[config.mk]
export PLATFORM = sky130hd
export DESIGN_NAME = warp_issue_scheduler_flat
export DESIGN_NICKNAME = d
export VERILOG_FILES = /design/src/rtl/warp_issue_scheduler_pkg.sv /design/src/rtl/warp_issue_scheduler_if.sv /design/src/rtl/warp_rr_picker.sv /design/src/rtl/warp_issue_scheduler.sv /design/src/flat_wrapper.sv
export SDC_FILE = /design/constraint.sdc
export NUM_CORES = 1
export LEC_CHECK = 0
export CELL_PAD_IN_SITES_DETAIL_PLACEMENT = 1
export CELL_PAD_IN_SITES_GLOBAL_PLACEMENT = 2
export CORE_AREA = 2 2 269 271
export DETAILED_ROUTE_END_ITERATION = 6
export DIE_AREA = 0 0 271 273
export PLACE_DENSITY = 0.63
export SYNTH_ARGS = -nofsm -noshare
export SYNTH_HDL_FRONTEND = slang
export SYNTH_SLANG_ARGS = --single-unit
export TNS_END_PERCENT = 5
[constraint.sdc]
create_clock -name clk -period 9.4 [get_ports clk]
set_clock_uncertainty 0.05 [all_clocks]
set_input_delay 1.88 -clock clk [delete_from_list [all_inputs] [get_ports clk]]
set_output_delay 1.88 -clock clk [all_outputs]
set_load 0.03 [all_outputs]
[src/rtl/warp_issue_scheduler_pkg.sv]
// rtl/warp_issue_scheduler_pkg.sv - shared types for the warp issue scheduler
package sched_types;

  localparam int WARP_ID_W = 6;

  typedef logic [WARP_ID_W-1:0] warp_id_t;

  typedef enum logic [0:0] {
    SCHED_IDLE  = 1'b0,
    SCHED_ISSUE = 1'b1
  } sched_state_e;

endpackage

[src/rtl/warp_issue_scheduler_if.sv]
// rtl/warp_issue_scheduler_if.sv - issue-slot interface between scheduler and execution unit
interface warp_issue_scheduler_if #(
  parameter int TPW = 32
);
  import sched_types::*;

  logic [31:0]    instruction_out;
  logic [TPW-1:0] thread_mask_out;
  warp_id_t       warp_id_out;
  logic           instruction_valid;
  logic           execution_ready;

  modport master (
    output instruction_out,
    output thread_mask_out,
    output warp_id_out,
    output instruction_valid,
    input  execution_ready
  );

  modport slave (
    input  instruction_out,
    input  thread_mask_out,
    input  warp_id_out,
    input  instruction_valid,
    output execution_ready
  );

endinterface

[src/rtl/warp_rr_picker.sv]
// rtl/warp_rr_picker.sv - rotate-priority encoder: first eligible warp at or after rr_ptr
module warp_rr_picker
  import sched_types::*;
#(
  parameter int NUM_WARPS = 8
) (
  input  logic [NUM_WARPS-1:0] elig,
  input  warp_id_t             rr_ptr,
  output logic                 any_elig,
  output warp_id_t             pick_id
);

  logic [WARP_ID_W:0]   idx;
  logic [NUM_WARPS-1:0] shifted;

  // rr_ptr is always below NUM_WARPS, so one conditional subtract wraps the index
  always_comb begin
    any_elig = 1'b0;
    pick_id  = '0;
    idx      = '0;
    shifted  = '0;
    for (int i = 0; i < NUM_WARPS; i++) begin
      idx = {1'b0, rr_ptr} + (WARP_ID_W+1)'(i);
      if (idx >= (WARP_ID_W+1)'(NUM_WARPS)) begin
        idx = idx - (WARP_ID_W+1)'(NUM_WARPS);
      end
      shifted = elig >> idx[WARP_ID_W-1:0];
      if (!any_elig && shifted[0]) begin
        any_elig = 1'b1;
        pick_id  = idx[WARP_ID_W-1:0];
      end
    end
  end

endmodule

[src/rtl/warp_issue_scheduler.sv]
// rtl/warp_issue_scheduler.sv - round-robin warp issue with barrier blocking
// Optional perf counters: define WARP_SCHED_PERF_EN.
module warp_issue_scheduler
  import sched_types::*;
#(
  parameter int NUM_WARPS        = 8,
  parameter int THREADS_PER_WARP = 32
) (
  input  logic                                       clk,
  input  logic                                       rst,
  input  logic [NUM_WARPS-1:0]                       warp_enable,
  input  logic [NUM_WARPS-1:0]                       fetch_valid,
  input  logic [NUM_WARPS-1:0][31:0]                 fetch_instr,
  input  logic [NUM_WARPS-1:0][THREADS_PER_WARP-1:0] fetch_mask,
  output logic [NUM_WARPS-1:0]                       fetch_pop,
  warp_issue_scheduler_if.master                     exec,
  input  logic                                       barrier_wait,
  input  warp_id_t                                   barrier_wait_warp,
  input  logic [NUM_WARPS-1:0]                       barrier_release,
  output logic [NUM_WARPS-1:0]                       warp_blocked,
  output logic [31:0]                                issue_count,
  output logic [31:0]                                stall_count
);

  localparam int IDX_W = (NUM_WARPS > 1) ? $clog2(NUM_WARPS) : 1;

  sched_state_e                state;
  logic [NUM_WARPS-1:0]        blocked;
  logic [NUM_WARPS-1:0]        elig;
  logic [NUM_WARPS-1:0]        wait_set;
  warp_id_t                    rr_ptr;
  warp_id_t                    pick_id;
  warp_id_t                    next_ptr;
  logic                        any_elig;
  logic                        accept;
  logic                        load;
  logic [IDX_W-1:0]            pick_sel;

  logic [31:0]                 instr_q;
  logic [THREADS_PER_WARP-1:0] mask_q;
  warp_id_t                    wid_q;
  logic                        valid_q;

  assign accept    = valid_q & exec.execution_ready;
  assign fetch_pop = accept ? (NUM_WARPS'(1) << wid_q) : '0;

  // The warp being popped this cycle has no new head yet, so it sits out this pick
  assign elig = warp_enable & fetch_valid & ~blocked & ~fetch_pop;

  warp_rr_picker #(
    .NUM_WARPS (NUM_WARPS)
  ) u_picker (
    .elig     (elig),
    .rr_ptr   (rr_ptr),
    .any_elig (any_elig),
    .pick_id  (pick_id)
  );

  assign pick_sel = pick_id[IDX_W-1:0];
  assign next_ptr = (pick_id == warp_id_t'(NUM_WARPS-1)) ? '0 : pick_id + warp_id_t'(1);

  // A fresh pick loads from IDLE, or in ISSUE only when the held one is accepted
  assign load = any_elig & ((state == SCHED_IDLE) | accept);

  always_ff @(posedge clk) begin
    if (rst) begin
      state   <= SCHED_IDLE;
      valid_q <= 1'b0;
      instr_q <= '0;
      mask_q  <= '0;
      wid_q   <= '0;
      rr_ptr  <= '0;
    end else if (load) begin
      state   <= SCHED_ISSUE;
      valid_q <= 1'b1;
      instr_q <= fetch_instr[pick_sel];
      mask_q  <= fetch_mask[pick_sel];
      wid_q   <= pick_id;
      rr_ptr  <= next_ptr;
    end else if (accept) begin
      state   <= SCHED_IDLE;
      valid_q <= 1'b0;
    end
  end

  assign exec.instruction_out   = instr_q;
  assign exec.thread_mask_out   = mask_q;
  assign exec.warp_id_out       = wid_q;
  assign exec.instruction_valid = valid_q;

  // Out-of-range barrier warp ids are dropped; release overrides a same-cycle set
  assign wait_set = (barrier_wait && ({1'b0, barrier_wait_warp} < (WARP_ID_W+1)'(NUM_WARPS)))
                  ? (NUM_WARPS'(1) << barrier_wait_warp) : '0;

  always_ff @(posedge clk) begin
    if (rst) begin
      blocked <= '0;
    end else begin
      blocked <= (blocked | wait_set) & ~barrier_release;
    end
  end

  assign warp_blocked = blocked;

`ifdef WARP_SCHED_PERF_EN
  logic [31:0] issue_cnt;
  logic [31:0] stall_cnt;

  always_ff @(posedge clk) begin
    if (rst) begin
      issue_cnt <= '0;
      stall_cnt <= '0;
    end else begin
      if (accept && (issue_cnt != 32'hFFFF_FFFF)) begin
        issue_cnt <= issue_cnt + 32'd1;
      end
      if (valid_q && !exec.execution_ready && (stall_cnt != 32'hFFFF_FFFF)) begin
        stall_cnt <= stall_cnt + 32'd1;
      end
    end
  end

  assign issue_count = issue_cnt;
  assign stall_count = stall_cnt;
`else
  assign issue_count = '0;
  assign stall_count = '0;
`endif

endmodule
[src/flat_wrapper.sv]
// flat-port wrapper written by rule: the top's interface ports become plain ports
module warp_issue_scheduler_flat import sched_types::*;
#(
  parameter int NUM_WARPS        = 8,
  parameter int THREADS_PER_WARP = 32
)
  (clk, rst, warp_enable, fetch_valid, fetch_instr, fetch_mask, fetch_pop, barrier_wait, barrier_wait_warp, barrier_release, warp_blocked, issue_count, stall_count, exec_instruction_out, exec_thread_mask_out, exec_warp_id_out, exec_instruction_valid, exec_execution_ready);
  warp_issue_scheduler_if exec_i ();
  input  logic clk;
  input  logic rst;
  input  logic [NUM_WARPS-1:0] warp_enable;
  input  logic [NUM_WARPS-1:0] fetch_valid;
  input  logic [NUM_WARPS-1:0][31:0] fetch_instr;
  input  logic [NUM_WARPS-1:0][THREADS_PER_WARP-1:0] fetch_mask;
  output logic [NUM_WARPS-1:0] fetch_pop;
  input  logic barrier_wait;
  input  warp_id_t barrier_wait_warp;
  input  logic [NUM_WARPS-1:0] barrier_release;
  output logic [NUM_WARPS-1:0] warp_blocked;
  output logic [31:0] issue_count;
  output logic [31:0] stall_count;
  output wire logic [$bits(exec_i.instruction_out)-1:0] exec_instruction_out;
  output wire logic [$bits(exec_i.thread_mask_out)-1:0] exec_thread_mask_out;
  output wire logic [$bits(exec_i.warp_id_out)-1:0] exec_warp_id_out;
  output wire logic [$bits(exec_i.instruction_valid)-1:0] exec_instruction_valid;
  input wire logic [$bits(exec_i.execution_ready)-1:0] exec_execution_ready;
  assign exec_instruction_out = exec_i.instruction_out;
  assign exec_thread_mask_out = exec_i.thread_mask_out;
  assign exec_warp_id_out = exec_i.warp_id_out;
  assign exec_instruction_valid = exec_i.instruction_valid;
  assign exec_i.execution_ready = exec_execution_ready;
  warp_issue_scheduler #(.NUM_WARPS(NUM_WARPS), .THREADS_PER_WARP(THREADS_PER_WARP)) u_core (.clk(clk), .rst(rst), .warp_enable(warp_enable), .fetch_valid(fetch_valid), .fetch_instr(fetch_instr), .fetch_mask(fetch_mask), .fetch_pop(fetch_pop), .exec(exec_i), .barrier_wait(barrier_wait), .barrier_wait_warp(barrier_wait_warp), .barrier_release(barrier_release), .warp_blocked(warp_blocked), .issue_count(issue_count), .stall_count(stall_count));
endmodule
# [After elaboration in Yosys (flattened, before gate mapping)]
# Index checks and enable logic that the tools add are counted.
[op_classes] bitwise_logic=12 shift=10 n_mux=33 eq_ne=1 add_sub_neg=16 order_cmp=10 reduce_logical=16
[op_table] op="$bmux 32 s3" n=2
[op_table] op="$mux 6" n=17
[op_table] op="$mux 32" n=2
[op_table] op="$shr 8x6->1" n=8
[op_table] op="$ge 7x4->1 const B" n=7
[op_table] op="$sub 6x4->6 const B" n=8
[op_table] op="$and 8x8->8" n=4
[op_table] op="$add 6x3->7 const B" n=4
[op_table] op="$not 8->8" n=3
[op_table] op="$mux 8" n=2
[op_table] op="$shl 1x6->8 const A" n=2
[op_table] op="$add 6x2->7 const B" n=2
[op_table] op="$mux 1" n=10
[op_table] op="$logic_and 1x1->1" n=8
[op_table] op="$or 8x8->8" n=1
[op_table] op="$add 6x1->7 const B" n=1
[op_table] op="$logic_not 1->1" n=7
[op_table] op="$add 6x1->6 const B" n=1
[op_table] op="$eq 6x3->1 const B" n=1
[op_table] op="$ge 6x4->1 const B" n=1
[op_table] op="$lt 6x4->1 const B" n=1
[op_table] op="$lt 3x4->1 const B" n=1
[op_table] op="$and 1x1->1" n=2
[op_table] op="$reduce_bool 2->1" n=1
[op_table] op="other kinds (2)" n=2
[totals] elab_cells=104 input_bits=546 out_inout_bits=151 ff_bits=85

# [Longest topological paths before layout]
[logic_depth] word_depth=29 mapped_depth=21 ltp_nobuf=18

# [By module]
# From an unflattened synthesis, not the netlist that was laid out.
[hier_totals] cells_unflattened=1169 hier_area_um2=10147.2
[modules_own_cells] mod="warp_issue_scheduler" seq_area_each_um2=1701.6 area_each_um2=8050.2 cells_per_inst=914 n_inst=1
[modules_own_cells] mod="warp_rr_picker" seq_area_each_um2=0.0 area_each_um2=2097.0 cells_per_inst=255 n_inst=1

# [Worst setup path after synthesis]
# Ideal clock, no wire load.
[synth_path] path_type="in2reg" start="in exec_execution_ready" end="reg u_core.mask_q[10], in the netlist u_core.exec.thread_mask_out[10]" stages=13 required_ps=9271 slack_ps=4295 arrival_ps=4975 setup_time_ps=79 n_path_buf=3 path_cell_list="nor4bb_1 buf_2 a211o_1 mux4_2 or3_1 nand2_1 nor2_1 a211oi_1 o211a_1 clkbuf_1 buf_2 mux2_2 a211oi_2"
[synth_between] elab_chain_cells=29 elab_cells_between_ends=46 cone_classes="shift (8); mux (19); bitwise (5); reduce/logical (14)"
[synth_lines] element="from (decl)" line_no="flat_wrapper.sv:26" source="input wire logic [$bits(exec_i.execution_ready)-1:0] exec_execution_ready;"
[synth_lines] element="$and 1x1->1 (*)" line_no="warp_issue_scheduler.sv:44" source="assign accept = valid_q & exec.execution_ready;"
[synth_lines] element="$mux 8" line_no="warp_issue_scheduler.sv:45" source="assign fetch_pop = accept ? (NUM_WARPS'(1) << wid_q) : '0;"
[synth_lines] element="$not 8->8" line_no="warp_issue_scheduler.sv:48" source="assign elig = warp_enable & fetch_valid & ~blocked & ~fetch_pop;"
[synth_lines] element="$and 8x8->8" line_no="warp_issue_scheduler.sv:48"
[synth_lines] element="$shr 8x6->1" line_no="warp_rr_picker.sv:27" source="shifted = elig >> idx[WARP_ID_W-1:0];"
[synth_lines] element="$mux 1" line_no="warp_rr_picker.sv:28" source="if (!any_elig && shifted[0]) begin"
[synth_lines] element="$logic_not 1->1" line_no="warp_rr_picker.sv:28"
[synth_lines] element="$logic_and 1x1->1" line_no="warp_rr_picker.sv:28"
[synth_lines] element="[... 13 more ...]"
[synth_lines] element="$logic_not 1->1" line_no="warp_rr_picker.sv:28"
[synth_lines] element="$logic_and 1x1->1" line_no="warp_rr_picker.sv:28"
[synth_lines] element="$mux 1" line_no="warp_rr_picker.sv:28"
[synth_lines] element="$logic_not 1->1" line_no="warp_rr_picker.sv:28"
[synth_lines] element="$logic_and 1x1->1" line_no="warp_rr_picker.sv:28"
[synth_lines] element="$mux 6" line_no="warp_rr_picker.sv:28"
[synth_lines] element="$bmux 32 s3" line_no="warp_issue_scheduler.sv:77" source="mask_q <= fetch_mask[pick_sel];"
[synth_lines] element="$mux 32 (not written as such)" line_no="warp_issue_scheduler.sv:77"
[synth_lines] element="to (signal assigned)" line_no="warp_issue_scheduler.sv:77"
[synth_lines] element="to (decl)" line_no="warp_issue_scheduler.sv:40" source="logic [THREADS_PER_WARP-1:0] mask_q;"
# Mark *: on every way between the ends. The rest lies on a longest branch, timed or not. The select of a mux whose other input is x is not followed.
# A chain may end at the register's enable or synchronous reset.

# [Worst setup path in the final report]
[layout_path] start="in exec_execution_ready" end="reg u_core.mask_q[23], in the netlist u_core.exec.thread_mask_out[23]"
# The elaborated chain is that of the path after synthesis.

==> impl_metrics.json <==
{
  "grtUsageTotal_pct": 15.40,
  "drt-vias-per-instance": 4.112,
  "hold_violations": 0,
  "num-fill-cells": 8171,
  "worstPathCellList": "clkdlybuf4s50_1, nor4bb_1, a211oi_1, mux4_2, a22oi_2, a21bo_2, nor3_4, o211ai_1, o211a_4, inv_8, mux4_2, nor3_1, nor4_2",
  "dieWidth_um": 271,
  "cp_common_cell": "mux4_2",
  "fin_crit_sh_pct": 80.26,
  "cp-end-kind": "flip-flop",
  "num_vias": 10737,
  "crit_path_top_delay_cell": "nor4bb_1",
  "synth_flop_cell": "dfxtp_1",
  "crit_family": "simple AND/OR/NAND/NOR gates",
  "synthAdderAreaFrac_pct": 2.645,
  "ys_seq_elements": 85,
  "area_delta_synth_final_pct": 68.39,
  "slew_headroom_pct": 22.25,
  "row_count": 98,
  "drc": 0,
  "synth_top_family_by_area": "multiplexers",
  "p_leak_uw": 0.006658,
  "post_drt_wl_per_cell_um": 22.94,
  "fmaxAchievable_mhz": 132.6,
  "final_area_um2": 17520,
  "place.gp.congestion": 0.8569,
  "cp_num_buf_inv": 2,
  "root_buffer": "clkbuf_16",
  "layout.area.seq_um2": 1702,
  "clock_latency_ns": 0.38,
  "ant_nets": 0,
  "yosysWarnings": 0,
  "vdd_drop_max_mv": 0.6765,
  "cts.path.max_buffers": 2,
  "ys_types": 85,
  "yosysTopAreaCell": "mux2i_1",
  "dieHeight_um": 273,
  "ys_seq_area_share_pct": 16.35,
  "critPathMaxStageDelay_ns": 0.94,
  "holdBufCountCts": 0,
  "synth_compound_area_share_pct": 24.52,
  "cp.arrival_ns": 7.71,
  "die_area_um2": 73980,
  "layout.nets": 2218,
  "grt_pass1_wl_mm": 83.15,
  "cts_tree": "built",
  "cp-start-kind": "input port",
  "synth_edf_count": 0,
  "synthArstFlopShare_pct": 0,
  "clk_pin_slew_ns": 0.07,
  "status": "complete, no violations",
  "multi_input_area_um2": 7781,
  "detailed_place_hpwl_mm": 48.13,
  "syn_avg_cell_area_um2": 9.671,
  "report.final.slew_viol_count": 0,
  "grt_pass1_vias": 11771,
  "cap_viol_max_count": 0,
  "htree_levels": 3,
  "crit_type": "in2reg",
  "post_cts_resized": 0,
  "rsz0062_at_grt": "false",
  "netlist.area_leader.share_pct": 25.01,
  "drtIter0Drc": 302,
  "cts_setup_buffers": 0,
  "overflow": 0,
  "syn_inst": 1076,
  "first_pass_iters": 4,
  "antenna_found_initial": 9,
  "placed_area_um2": 17220,
  "numCtsBuffers": 9,
  "grt_start_max_net_pins": 83,
  "start_util_pct": 14.66,
  "port_buffers": 632,
  "setup_viol": 0,
  "yosys-top-cells-area": "mux2i_1, dfxtp_1, a211oi_2",
  "cts.sinks": 85,
  "fin_setup_tns_ns": 0,
  "syn_area_um2": 10410,
  "yosys.area_share.xor_xnor_pct": 2.248,
  "drive_gt1_share_pct": 11.97,
  "synthMuxAreaShare_pct": 34.13,
  "synth_simple_gate_area_share_pct": 8.489,
  "io_pins": 697,
  "crit_required_ns": 9.57,
  "hold_class": "reg2reg",
  "crit_fanout": 72,
  "pwr_density_cell_nw_per_um2": 434.3,
  "drt_wl_total_mm": 59.90,
  "min_period_ns": 7.544,
  "tightest_slew_ns": 1.151,
  "core_um2": 71000
}
## metal layers
layer / share of wire [%] / GRT usage, % / wire length, um
met4: 1.2 / 3.882 / 689
met3: 5.7 / 3.567 / 3401
met5: 0.022 / 0 / 13
met1: 40 / 17.95 / 23860
met2: 53 / 28.18 / 31930
## registers in the layout, indices dropped and copies added (netlist names)
register / count
u_core.exec.instruction_valid: 1
u_core.exec.warp_id_out: 6
u_core.exec.instruction_out: 32
u_core.rr_ptr: 6
u_core.exec.thread_mask_out: 32
u_core.warp_blocked: 8
## synth_stat cells, types with 8 or more instances
| cell | count |
|---|---|
| nand2b_1 | 8 |
| nand2_1 | 31 |
| mux2_2 | 65 |
| dfxtp_1 | 85 |
| and2_1 | 12 |
| a211oi_1 | 9 |
| clkbuf_1 | 22 |
| xnor2_1 | 19 |
| buf_2 | 25 |
| nand3_1 | 10 |
| nor3_1 | 20 |
| mux2i_1 | 260 |
| a21oi_1 | 18 |
| mux4_2 | 9 |
| buf_4 | 81 |
| nor2_1 | 25 |
| a22o_1 | 64 |
| o21bai_1 | 64 |
| buf_12 | 11 |
| o21ai_0 | 10 |
| inv_1 | 13 |
| a211oi_2 | 64 |
| ha_1 | 22 |
## stage by stage
step	worst slack, ns	util [%]	power, uW	instances	hold WS [ns]
2_1_floorplan	4.295	-	5770	1139	0.5836
3_3_place_gp	1.862	24.26	7291	2589	0.4698
3_5_place_dp	1.623	24.26	7369	2589	0.4680
4_1_cts	2.019	24.66	7794	2604	0.4776
5_1_grt	1.483	24.68	8143	2610	0.4980
6_report	1.856	24.68	7610	2611	0.4730
## area by class of cell
cell class,instances,area share (%)
flip-flops and latches,85,9.711
diodes,7,0.09996
multi-input cells,886,44.41
well taps,950,6.783
repair buffers,648,36.92
clock buffers,11,1.328
inverters,20,0.4713
clock inverters,4,0.2856
## where the power goes
part	switching [uW]	internal, uW
clock network	186	205
registers	96.2	515
logic	3760	2850
total	4040	3570
## worst paths after layout
| kind | from | cells past startpoint | slack (ns) | endpoint |
|---|---|---|---|---|
| worst max-delay path | exec_execution_ready | 13 | 1.86 | u_core.exec.thread_mask_out[23] |
| worst min-delay path | u_core.rr_ptr[5] | 1 | 0.47 | u_core.rr_ptr[5] |
| worst max register to register | u_core.rr_ptr[1] | 16 | 2.78 | u_core.exec.thread_mask_out[23] |
| worst min register to register | u_core.rr_ptr[5] | 1 | 0.47 | u_core.rr_ptr[5] |
## cell families after synthesis
kind of cell / Yosys count
adders and majority gates: 22
and+or+nand+nor: 151
AOI/OAI and AO/OA: 289
DFF: 85
buffers and inverters: 168
xor gates and xnor gates: 25
muxes: 335
other: 1
## placed cells by master (no fill, tap or decap), types with 4 or more instances in the layout
master           instances
nand2_1                 31
nand3_1                 10
dfxtp_1                 85
mux2i_1                260
a211o_1                  6
o21bai_1                64
conb_1                  64
o21ai_0                 10
a21oi_1                 18
nor3_1                  20
mux2_2                  65
xnor2_1                 19
mux4_2                   9
clkdlybuf4s50_1        631
clkbuf_16                9
nor2_1                  25
diode_2                  7
o211ai_1                 7
inv_2                    4
nand2b_1                 8
a211oi_2                64
ha_1                    22
buf_4                   15
and2_1                  12
a211oi_1                 9
nor2b_1                  7
inv_1                   13
a31oi_1                  7
a22o_1                  64
xor2_1                   5
Note: power is estimated with default switching activity, not from simulation.
